**src/rtl/uart_rx_if.sv**
```systemverilog
// uart_rx_if: signal bundle between the rx sequencer, its shift register and the byte consumer
//   rx          serial line into the sequencer (idle high)
//   sr_q        external shift register contents
//   sr_enable   shift-register enable pulse
//   sr_d        synchronised rx, feeds the shift register d input
//   data        last received byte
//   data_valid  one-cycle frame-decoded pulse
//   parity_err  qualifies data_valid: parity mismatch
//   frame_err   qualifies data_valid: stop bit was 0
//   busy        sequencer not idle
//   master = environment side, slave = sequencer side
interface uart_rx_if #(
    parameter int DATA_BITS = 8
);
    localparam int WORD_LENGTH = DATA_BITS + 3;
    logic                   rx;
    logic [WORD_LENGTH-1:0] sr_q;
    logic                   sr_enable;
    logic                   sr_d;
    logic [DATA_BITS-1:0]   data;
    logic                   data_valid;
    logic                   parity_err;
    logic                   frame_err;
    logic                   busy;
    modport master (
        output rx, sr_q,
        input  sr_enable, sr_d, data, data_valid, parity_err, frame_err, busy
    );
    modport slave (
        input  rx, sr_q,
        output sr_enable, sr_d, data, data_valid, parity_err, frame_err, busy
    );
endinterface

```
**src/rtl/uart_rx_ctrl.sv**
```systemverilog
// uart_rx_ctrl: receive sequencer driving an external 11-bit serial-in shift register
//   clk    rising-edge clock
//   reset  asynchronous, active-low
//   bus    uart_rx_if.slave: rx/sr_q in; sr_enable, sr_d, data, data_valid,
//          parity_err, frame_err, busy out
// Frame: start(0), DATA_BITS data LSB first, even parity, stop(1).
module uart_rx_ctrl #(
    parameter int CLKS_PER_BIT = 16,
    parameter int DATA_BITS    = 8
) (
    input logic     clk,
    input logic     reset,
    uart_rx_if.slave bus
);
    localparam int WORD_LENGTH = DATA_BITS + 3;
    localparam int CW = $clog2(CLKS_PER_BIT);
    localparam int BW = $clog2(WORD_LENGTH + 1);

    typedef enum logic [2:0] {IDLE, START, SHIFT, CHECK, WAIT_HIGH} state_t;

    state_t                 state_q;
    logic                   rx_meta_q, rx_s_q;
    logic [CW-1:0]          cnt_q;
    logic [BW-1:0]          bitcnt_q;
    logic                   sr_en_q, dv_q, pe_q, fe_q;
    logic [DATA_BITS-1:0]   data_q;
    logic [WORD_LENGTH-1:0] frame_d;
    logic [DATA_BITS-1:0]   data_d;
    logic                   sr_msb_unused;

    // CHECK coincides with the last enable pulse, so the decode looks at the
    // value the register is about to capture: sr_q shifted once more by sr_d.
    assign frame_d       = {bus.sr_q[WORD_LENGTH-2:0], rx_s_q};
    assign sr_msb_unused = bus.sr_q[WORD_LENGTH-1];

    for (genvar i = 0; i < DATA_BITS; i++) begin : g_data
        assign data_d[i] = frame_d[WORD_LENGTH-2-i];
    end

    always_ff @(posedge clk or negedge reset) begin
        if (!reset) begin
            state_q   <= IDLE;
            rx_meta_q <= 1'b1;
            rx_s_q    <= 1'b1;
            cnt_q     <= '0;
            bitcnt_q  <= '0;
            sr_en_q   <= 1'b0;
            dv_q      <= 1'b0;
            pe_q      <= 1'b0;
            fe_q      <= 1'b0;
            data_q    <= '0;
        end else begin
            rx_meta_q <= bus.rx;
            rx_s_q    <= rx_meta_q;
            sr_en_q   <= 1'b0;
            dv_q      <= 1'b0;
            pe_q      <= 1'b0;
            fe_q      <= 1'b0;
            case (state_q)
                IDLE: if (!rx_s_q) begin
                    cnt_q   <= '0;
                    state_q <= START;
                end
                START: if (cnt_q == CW'(CLKS_PER_BIT/2 - 1)) begin
                    if (rx_s_q) state_q <= IDLE;
                    else begin
                        sr_en_q  <= 1'b1;
                        bitcnt_q <= BW'(1);
                        cnt_q    <= '0;
                        state_q  <= SHIFT;
                    end
                end else cnt_q <= cnt_q + 1'b1;
                SHIFT: if (cnt_q == CW'(CLKS_PER_BIT - 1)) begin
                    sr_en_q  <= 1'b1;
                    bitcnt_q <= bitcnt_q + 1'b1;
                    cnt_q    <= '0;
                    if (bitcnt_q == BW'(WORD_LENGTH - 1)) state_q <= CHECK;
                end else cnt_q <= cnt_q + 1'b1;
                CHECK: begin
                    data_q  <= data_d;
                    dv_q    <= 1'b1;
                    pe_q    <= ^{data_d, frame_d[1]};
                    fe_q    <= ~frame_d[0];
                    state_q <= frame_d[0] ? IDLE : WAIT_HIGH;
                end
                WAIT_HIGH: if (rx_s_q) state_q <= IDLE;
                default: state_q <= IDLE;
            endcase
        end
    end

    assign bus.sr_enable  = sr_en_q;
    assign bus.sr_d       = rx_s_q;
    assign bus.data       = data_q;
    assign bus.data_valid = dv_q;
    assign bus.parity_err = pe_q;
    assign bus.frame_err  = fe_q;
    assign bus.busy       = (state_q != IDLE);
endmodule

```
**src/flat_wrapper.sv**
```systemverilog
// flat-port wrapper written by rule: the top's interface ports become plain ports
module uart_rx_ctrl_flat 
#(
    parameter int CLKS_PER_BIT = 16,
    parameter int DATA_BITS    = 8
)
  (clk, reset, bus_rx, bus_sr_q, bus_sr_enable, bus_sr_d, bus_data, bus_data_valid, bus_parity_err, bus_frame_err, bus_busy);
  uart_rx_if #(.DATA_BITS(DATA_BITS)) bus_i ();
  input logic clk;
  input logic reset;
  input wire logic [$bits(bus_i.rx)-1:0] bus_rx;
  input wire logic [$bits(bus_i.sr_q)-1:0] bus_sr_q;
  output wire logic [$bits(bus_i.sr_enable)-1:0] bus_sr_enable;
  output wire logic [$bits(bus_i.sr_d)-1:0] bus_sr_d;
  output wire logic [$bits(bus_i.data)-1:0] bus_data;
  output wire logic [$bits(bus_i.data_valid)-1:0] bus_data_valid;
  output wire logic [$bits(bus_i.parity_err)-1:0] bus_parity_err;
  output wire logic [$bits(bus_i.frame_err)-1:0] bus_frame_err;
  output wire logic [$bits(bus_i.busy)-1:0] bus_busy;
  assign bus_i.rx = bus_rx;
  assign bus_i.sr_q = bus_sr_q;
  assign bus_sr_enable = bus_i.sr_enable;
  assign bus_sr_d = bus_i.sr_d;
  assign bus_data = bus_i.data;
  assign bus_data_valid = bus_i.data_valid;
  assign bus_parity_err = bus_i.parity_err;
  assign bus_frame_err = bus_i.frame_err;
  assign bus_busy = bus_i.busy;
  uart_rx_ctrl #(.CLKS_PER_BIT(CLKS_PER_BIT), .DATA_BITS(DATA_BITS)) u_core (.clk(clk), .reset(reset), .bus(bus_i));
endmodule
```
**config.mk**
```make
export PLATFORM = sky130hd
export DESIGN_NAME = uart_rx_ctrl_flat
export DESIGN_NICKNAME = d
export VERILOG_FILES = /design/src/rtl/uart_rx_if.sv /design/src/rtl/uart_rx_ctrl.sv /design/src/flat_wrapper.sv
export SDC_FILE = /design/constraint.sdc
export NUM_CORES = 1
export LEC_CHECK = 0
export ABC_AREA = 1
export BUFFER_PORTS_ARGS = -buffer_cell sky130_fd_sc_hd__buf_2
export CAP_MARGIN = 20
export CORE_UTILIZATION = 30
export DETAILED_ROUTE_END_ITERATION = 10
export PLACE_DENSITY = 0.49
export SYNTH_ARGS = -nofsm -noshare
export SYNTH_HDL_FRONTEND = slang
export SYNTH_SLANG_ARGS = --single-unit
```
**constraint.sdc**
```tcl
create_clock -name clk -period 1.6 [get_ports clk]
set_clock_uncertainty 0.1 [all_clocks]
set_input_delay 0.08 -clock clk [delete_from_list [all_inputs] [get_ports clk]]
set_output_delay 0.08 -clock clk [all_outputs]
set_load 0.01 [all_outputs]
```
* After elaboration in Yosys (flattened, before gate mapping) *
Cells that the tools add are included.
W data, S select, Z words.

cells by class
  bitwise gates (word level) = 1
  add/sub/neg operators = 2
  reductions and logical operators = 7
  eq/ne operators = 13
  multiplexer cells = 23

operator list
  cell                   number
  $mux W4                6
  $mux W3                6
  $pmux W3 S5            1
  $pmux W4 S3            1
  $reduce_xor A9 Y1      1
  $add A4 B1 Y4 const B  2
  $eq A4 B4 Y1 const B   2
  $ne A2 B1 Y1 const B   4
  $pmux W4 S2            1
  $eq A3 B2 Y1 const B   2
  $mux W1                6
  $reduce_bool A3 Y1     2
  $reduce_and A5 Y1      1
  $eq A4 B3 Y1 const B   1
  $ne A2 B2 Y1 const B   2
  $reduce_and A4 Y1      1
  $eq A3 B1 Y1 const B   1
  $eq A3 B3 Y1 const B   1
  $logic_not A3 Y1       1
  $mux W2                1
  $pmux W1 S2            1
  $reduce_bool A2 Y1     1
  $not A1 Y1             1

word-level totals
  register bits after elaboration = 25
  output and inout port bits = 14
  word-level logic and storage cells = 56
  input bits = 14

* Logic depth before layout (Yosys ltp) *
  word-level depth = 4
  mapped depth = 9
  depth with buffers taken out = 9

* Worst setup path after synthesis *
Ideal clock, no wire load.

  path type = reg2reg
  from = register u_core.cnt_q[0]
  to = register u_core.cnt_q[0]
  data arrival time = 1.181 ns
  stages on the path, launching flop included = 10
  clock period less this slack = 1.408 ns
  data required time = 1.373 ns
  path buffers = 0
  setup time = 0.127 ns
  path slack = 0.192 ns
  cell sequence = dfrtp_1 > ha_1 > nand2_2 > nor2_2 > inv_1 > nand2_1 > nand3_1 > nand2_1 > nand2_1 > o21ai_0

between the ends
  word-level cells in the longest chain between the ends = 3
  elaborated cells between the ends (all ways) = 7
  those cells by class = 1 x add/sub; 2 x eq/ne; 4 x mux

RTL lines
  element                                RTL line                                text
  start, declared                        uart_rx_ctrl.sv:23                      logic [CW-1:0] cnt_q;
  start signal, assigned                 uart_rx_ctrl.sv:72                      end else cnt_q <= cnt_q + 1'b1;
  start signal, assigned                 uart_rx_ctrl.sv:78                      end else cnt_q <= cnt_q + 1'b1;
  $add A4 B1 Y4 (tied with other cells)  uart_rx_ctrl.sv:72, uart_rx_ctrl.sv:78
  $mux W4 (on tied branches)             uart_rx_ctrl.sv:73, uart_rx_ctrl.sv:64
  $pmux W4 S3 *                          uart_rx_ctrl.sv:59                      case (state_q)

Every way passes the cells marked *; elsewhere a longest branch is shown, timed or not.
A chain may end at the register's enable or synchronous reset.

* Final worst setup path *
  from = register u_core.cnt_q[1]
  to = register u_core.cnt_q[0]

between the ends
  word-level cells in the longest chain between the ends = 3
  elaborated cells between the ends (all ways) = 5
  those cells by class = 2 x eq/ne; 3 x mux

RTL lines
  element                                       RTL line
  $eq A4 B4 Y1 or $eq A4 B3 Y1 (tied branches)  uart_rx_ctrl.sv:73, uart_rx_ctrl.sv:64
  $mux W4 (on tied branches)                    uart_rx_ctrl.sv:73, uart_rx_ctrl.sv:64
  $pmux W4 S3 *                                 uart_rx_ctrl.sv:59

Marks and branches as above.

==> results.sh <==
export IMPL_status="complete, no violations"
export IMPL_ys_warnings_count=0
export IMPL_muxShareOfSynthArea_pct=0
export IMPL_synthTopCellsByArea="dfrtp_1, nand2_1, inv_1"
export IMPL_area_growth_pct=23.1
export IMPL_finalCoreUtilization_pct=39.1
export IMPL_synth_adder_area_share_pct=2.92
export IMPL_worstPathCellList="ha_2 -> nand2_4 -> nor2_2 -> inv_1 -> nand2_1 -> nand3_1 -> nand2_1 -> nand2_1 -> o21ai_0"
export IMPL_period_share_pct=90.0
export IMPL_regArea_um2=628
export IMPL_rows=23
export IMPL_die_w_um=67.5
export IMPL_clkTransAtPathRegs_ns=0.09
export IMPL_cp_data_arrival_time_ns=1.49
export IMPL_dr_pass1_iters=4
export IMPL_htreeDepth=1
export IMPL_fillers=414
export IMPL_antenna_found_initial=0
export IMPL_grt_pass1_vias=1058
export IMPL_antenna_cells=0
export IMPL_critPathLaunchType="flop"
export IMPL_grt_overflow=0
export IMPL_drt_total_wl_um=2520
export IMPL_initial_core_util_pct=31.7
export IMPL_first_iter_violations=30
export IMPL_synthCells=148
export IMPL_rsz0062_at_grt="false"
export IMPL_peakVddDrop_mv=0.474
export IMPL_worst_slew_pin_slew_ns=0.564
export IMPL_wl_per_cell_um=10.8
export IMPL_clock_sinks=25
export IMPL_drv_cap=0
export IMPL_gp_congestion=0.726
export IMPL_ios=28
export IMPL_die_y_um=67.5
export IMPL_period_needed_ns=1.44
export IMPL_syn_area_um2=1290
export IMPL_cts_tree="built"
export IMPL_clk_path_buf_depth=2
export IMPL_min_path_type="in2reg"
export IMPL_vias_per_cell=4.52
export IMPL_finalMaxSlewViolations=0
export IMPL_coreArea_um2=4060
export IMPL_clockRootBuffer="clkbuf_8"
export IMPL_post_dp_hpwl_um=1890
export IMPL_crit_type="reg2reg"
export IMPL_max_freq_mhz=695
export IMPL_cp_end_kind="flop"
export IMPL_synth_top_area_share_pct=44.7
export IMPL_clock_latency_ns=0.27
export IMPL_drcViolationCount=0
export IMPL_crit_required_ns=1.65
export IMPL_finalSetupViolCount=0
export IMPL_antenna_left=0
export IMPL_multi_input_area_um2=577
export IMPL_r2r_start="u_core.cnt_q[1]"
export IMPL_track_usage_pct=12.8
export IMPL_cpPeakStageDelay_ns=0.41
export IMPL_p_per_area_nw_per_um2=1400
export IMPL_via_count=1052
export IMPL_nets=201
export IMPL_synth_xor_xnor_area_share_pct=1.36
export IMPL_setup_tns_ns=0
export IMPL_syn_num_nets=165
export IMPL_io_buffers=25
export IMPL_relSlewSlack_pct=62.4
export IMPL_leakage_nw=0.872
export IMPL_cp_slowest_cell="dfrtp_1"
export IMPL_ys_seq_area_share_pct=48.8
export IMPL_drive_above_1_share_pct=29.5
export IMPL_min_from="bus_sr_q[4]"
export IMPL_synthSimpleGateAreaFrac_pct=28.6
export IMPL_synth_top_family_by_area="simple AND/OR/NAND/NOR gates"
export IMPL_critPathLaunch="u_core.cnt_q[1]"
export IMPL_synth_avg_cell_area_um2=8.70
export IMPL_cts_buffers=3
export IMPL_grt_pass1_wl_um=4330
export IMPL_die_area_um2=4560
export IMPL_ys_ff_latch=25
export IMPL_synth_top_cell_by_area="dfrtp_1"
export IMPL_synth_distinct_cells=25
export IMPL_hold_violations=0
export IMPL_synth_compound_area_share_pct=11.4
export IMPL_path_max_fanout=3
export IMPL_critPathMostFrequentCell="nand2_1"
export IMPL_grt_start_max_net_pins=26
routing by layer:
metal / routed length (um) / share of wire (%) / vias to the layer above / GRT usage [%]
met1: 1180 / 47 / 484 / 14.3
li1: - / - / 540 / -
met4: 48 / 1.9 / 0 / 6.65
met3: 99 / 3.9 / 4 / 2.87
met2: 1200 / 47 / 24 / 22.3
met5: 0 / 0 / - / 0
report_power, final:
part | internal, mW | switching, mW
clock network | 0.174 | 0.204
registers | 0.819 | 0.133
logic | 0.357 | 0.529
through the flow:
stage	hold slack [ns]	cell area, um^2	std cells	worst slack [ns]	power, mW
2_1_floorplan	-0.316	1290	148	0.192	1.55
3_3_place_gp	0.00920	1460	222	0.101	1.78
3_5_place_dp	0.0188	1460	222	0.0657	1.81
4_1_cts	0.00818	1570	232	0.0454	2.20
5_1_grt	0.0217	1590	233	0.0288	2.42
6_report	0.00887	1590	233	0.161	2.22
cell families (layout without fill, tap and decap cells):
group	after synthesis	in the layout
simple gates	74	74
compound gates	22	22
flops	25	25
fa+ha+maj	3	3
buf+inv	22	57
xor+xnor	2	2
final cells by class:
| class | count | share of cell area [%] |
|---|---|---|
| repair buffers | 32 | 12.2 |
| inverters | 21 | 4.97 |
| clock inverters | 1 | 0.316 |
| well taps | 50 | 3.95 |
| flip-flops and latches | 25 | 39.6 |
| clock buffers | 3 | 2.60 |
| multi-input cells | 101 | 36.4 |
layout by cell type (no fill, tap or decap):
| cell | count |
|---|---|
| inv_1 | 19 |
| nand2_2 | 1 |
| nand3_1 | 7 |
| a21oi_2 | 1 |
| buf_4 | 1 |
| nor3_4 | 2 |
| nand2_1 | 47 |
| inv_2 | 2 |
| ha_2 | 1 |
| nand3_2 | 1 |
| a21oi_1 | 5 |
| clkinv_2 | 1 |
| clkbuf_8 | 3 |
| xor2_1 | 1 |
| dfrtp_1 | 23 |
| nor2_1 | 7 |
| o21ai_0 | 5 |
| nand3b_1 | 1 |
| ha_1 | 2 |
| dfstp_2 | 2 |
| dlygate4sd3_1 | 6 |
| nor2_8 | 1 |
| xnor2_1 | 1 |
| o21ai_1 | 1 |
| nand4_1 | 2 |
| nor2_2 | 2 |
| o22ai_1 | 2 |
| o21ai_2 | 8 |
| nand2_4 | 3 |
| buf_2 | 25 |
timing repair:
item | in CTS | in global routing
resized for setup | 0 | 2
hold buffers | 6 | 0
setup buffers | 0 | 1
endpoints found under the hold margin | 28 | 0
endpoints found under the setup margin | 0 | 5
worst paths after layout:
check                                     end  slack, ns  cells after the start
hold reg to reg               u_core.bus.sr_d       0.26                      0
hold / removal             u_core.bus.data[4]      0.009                      3
min in group asynchronous  u_core.bitcnt_q[3]       0.22                      2
setup reg to reg              u_core.cnt_q[0]       0.16                      9
setup / recovery              u_core.cnt_q[0]       0.16                      9
max in group asynchronous     u_core.bus.sr_d       0.80                      2
critical path: cells and delay by family (launching register included):
kind | cells | cell delay, ns
AO/OA/AOI/OAI | 1 | 0.08
flip-flops | 1 | 0.41
buffers and inverters | 1 | 0.09
adder cells (fa/ha/maj) | 1 | 0.20
AND/OR/NAND/NOR | 6 | 0.44
flip-flops by register name, indices dropped and copies added (netlist names):
name	flops
u_core.bus.data	8
u_core.bus.data_valid	1
u_core.bus.frame_err	1
u_core.bus.parity_err	1
u_core.bus.sr_enable	1
u_core.bitcnt_q	4
u_core.bus.sr_d	1
u_core.state_q	3
u_core.cnt_q	4
u_core.rx_meta_q	1
Yosys cell counts (all sizes together):
| master | n |
|---|---|
| xor2 | 1 |
| nand3b | 1 |
| xnor2 | 1 |
| nand3 | 8 |
| dfrtp | 23 |
| o22ai | 2 |
| ha | 3 |
| inv | 21 |
| nor2 | 10 |
| nand2 | 51 |
| a21oi | 6 |
| dfstp | 2 |
| buf | 1 |
| nand4 | 2 |
| nor3 | 2 |
| o21ai | 14 |
(Power assumes the default switching activity.)
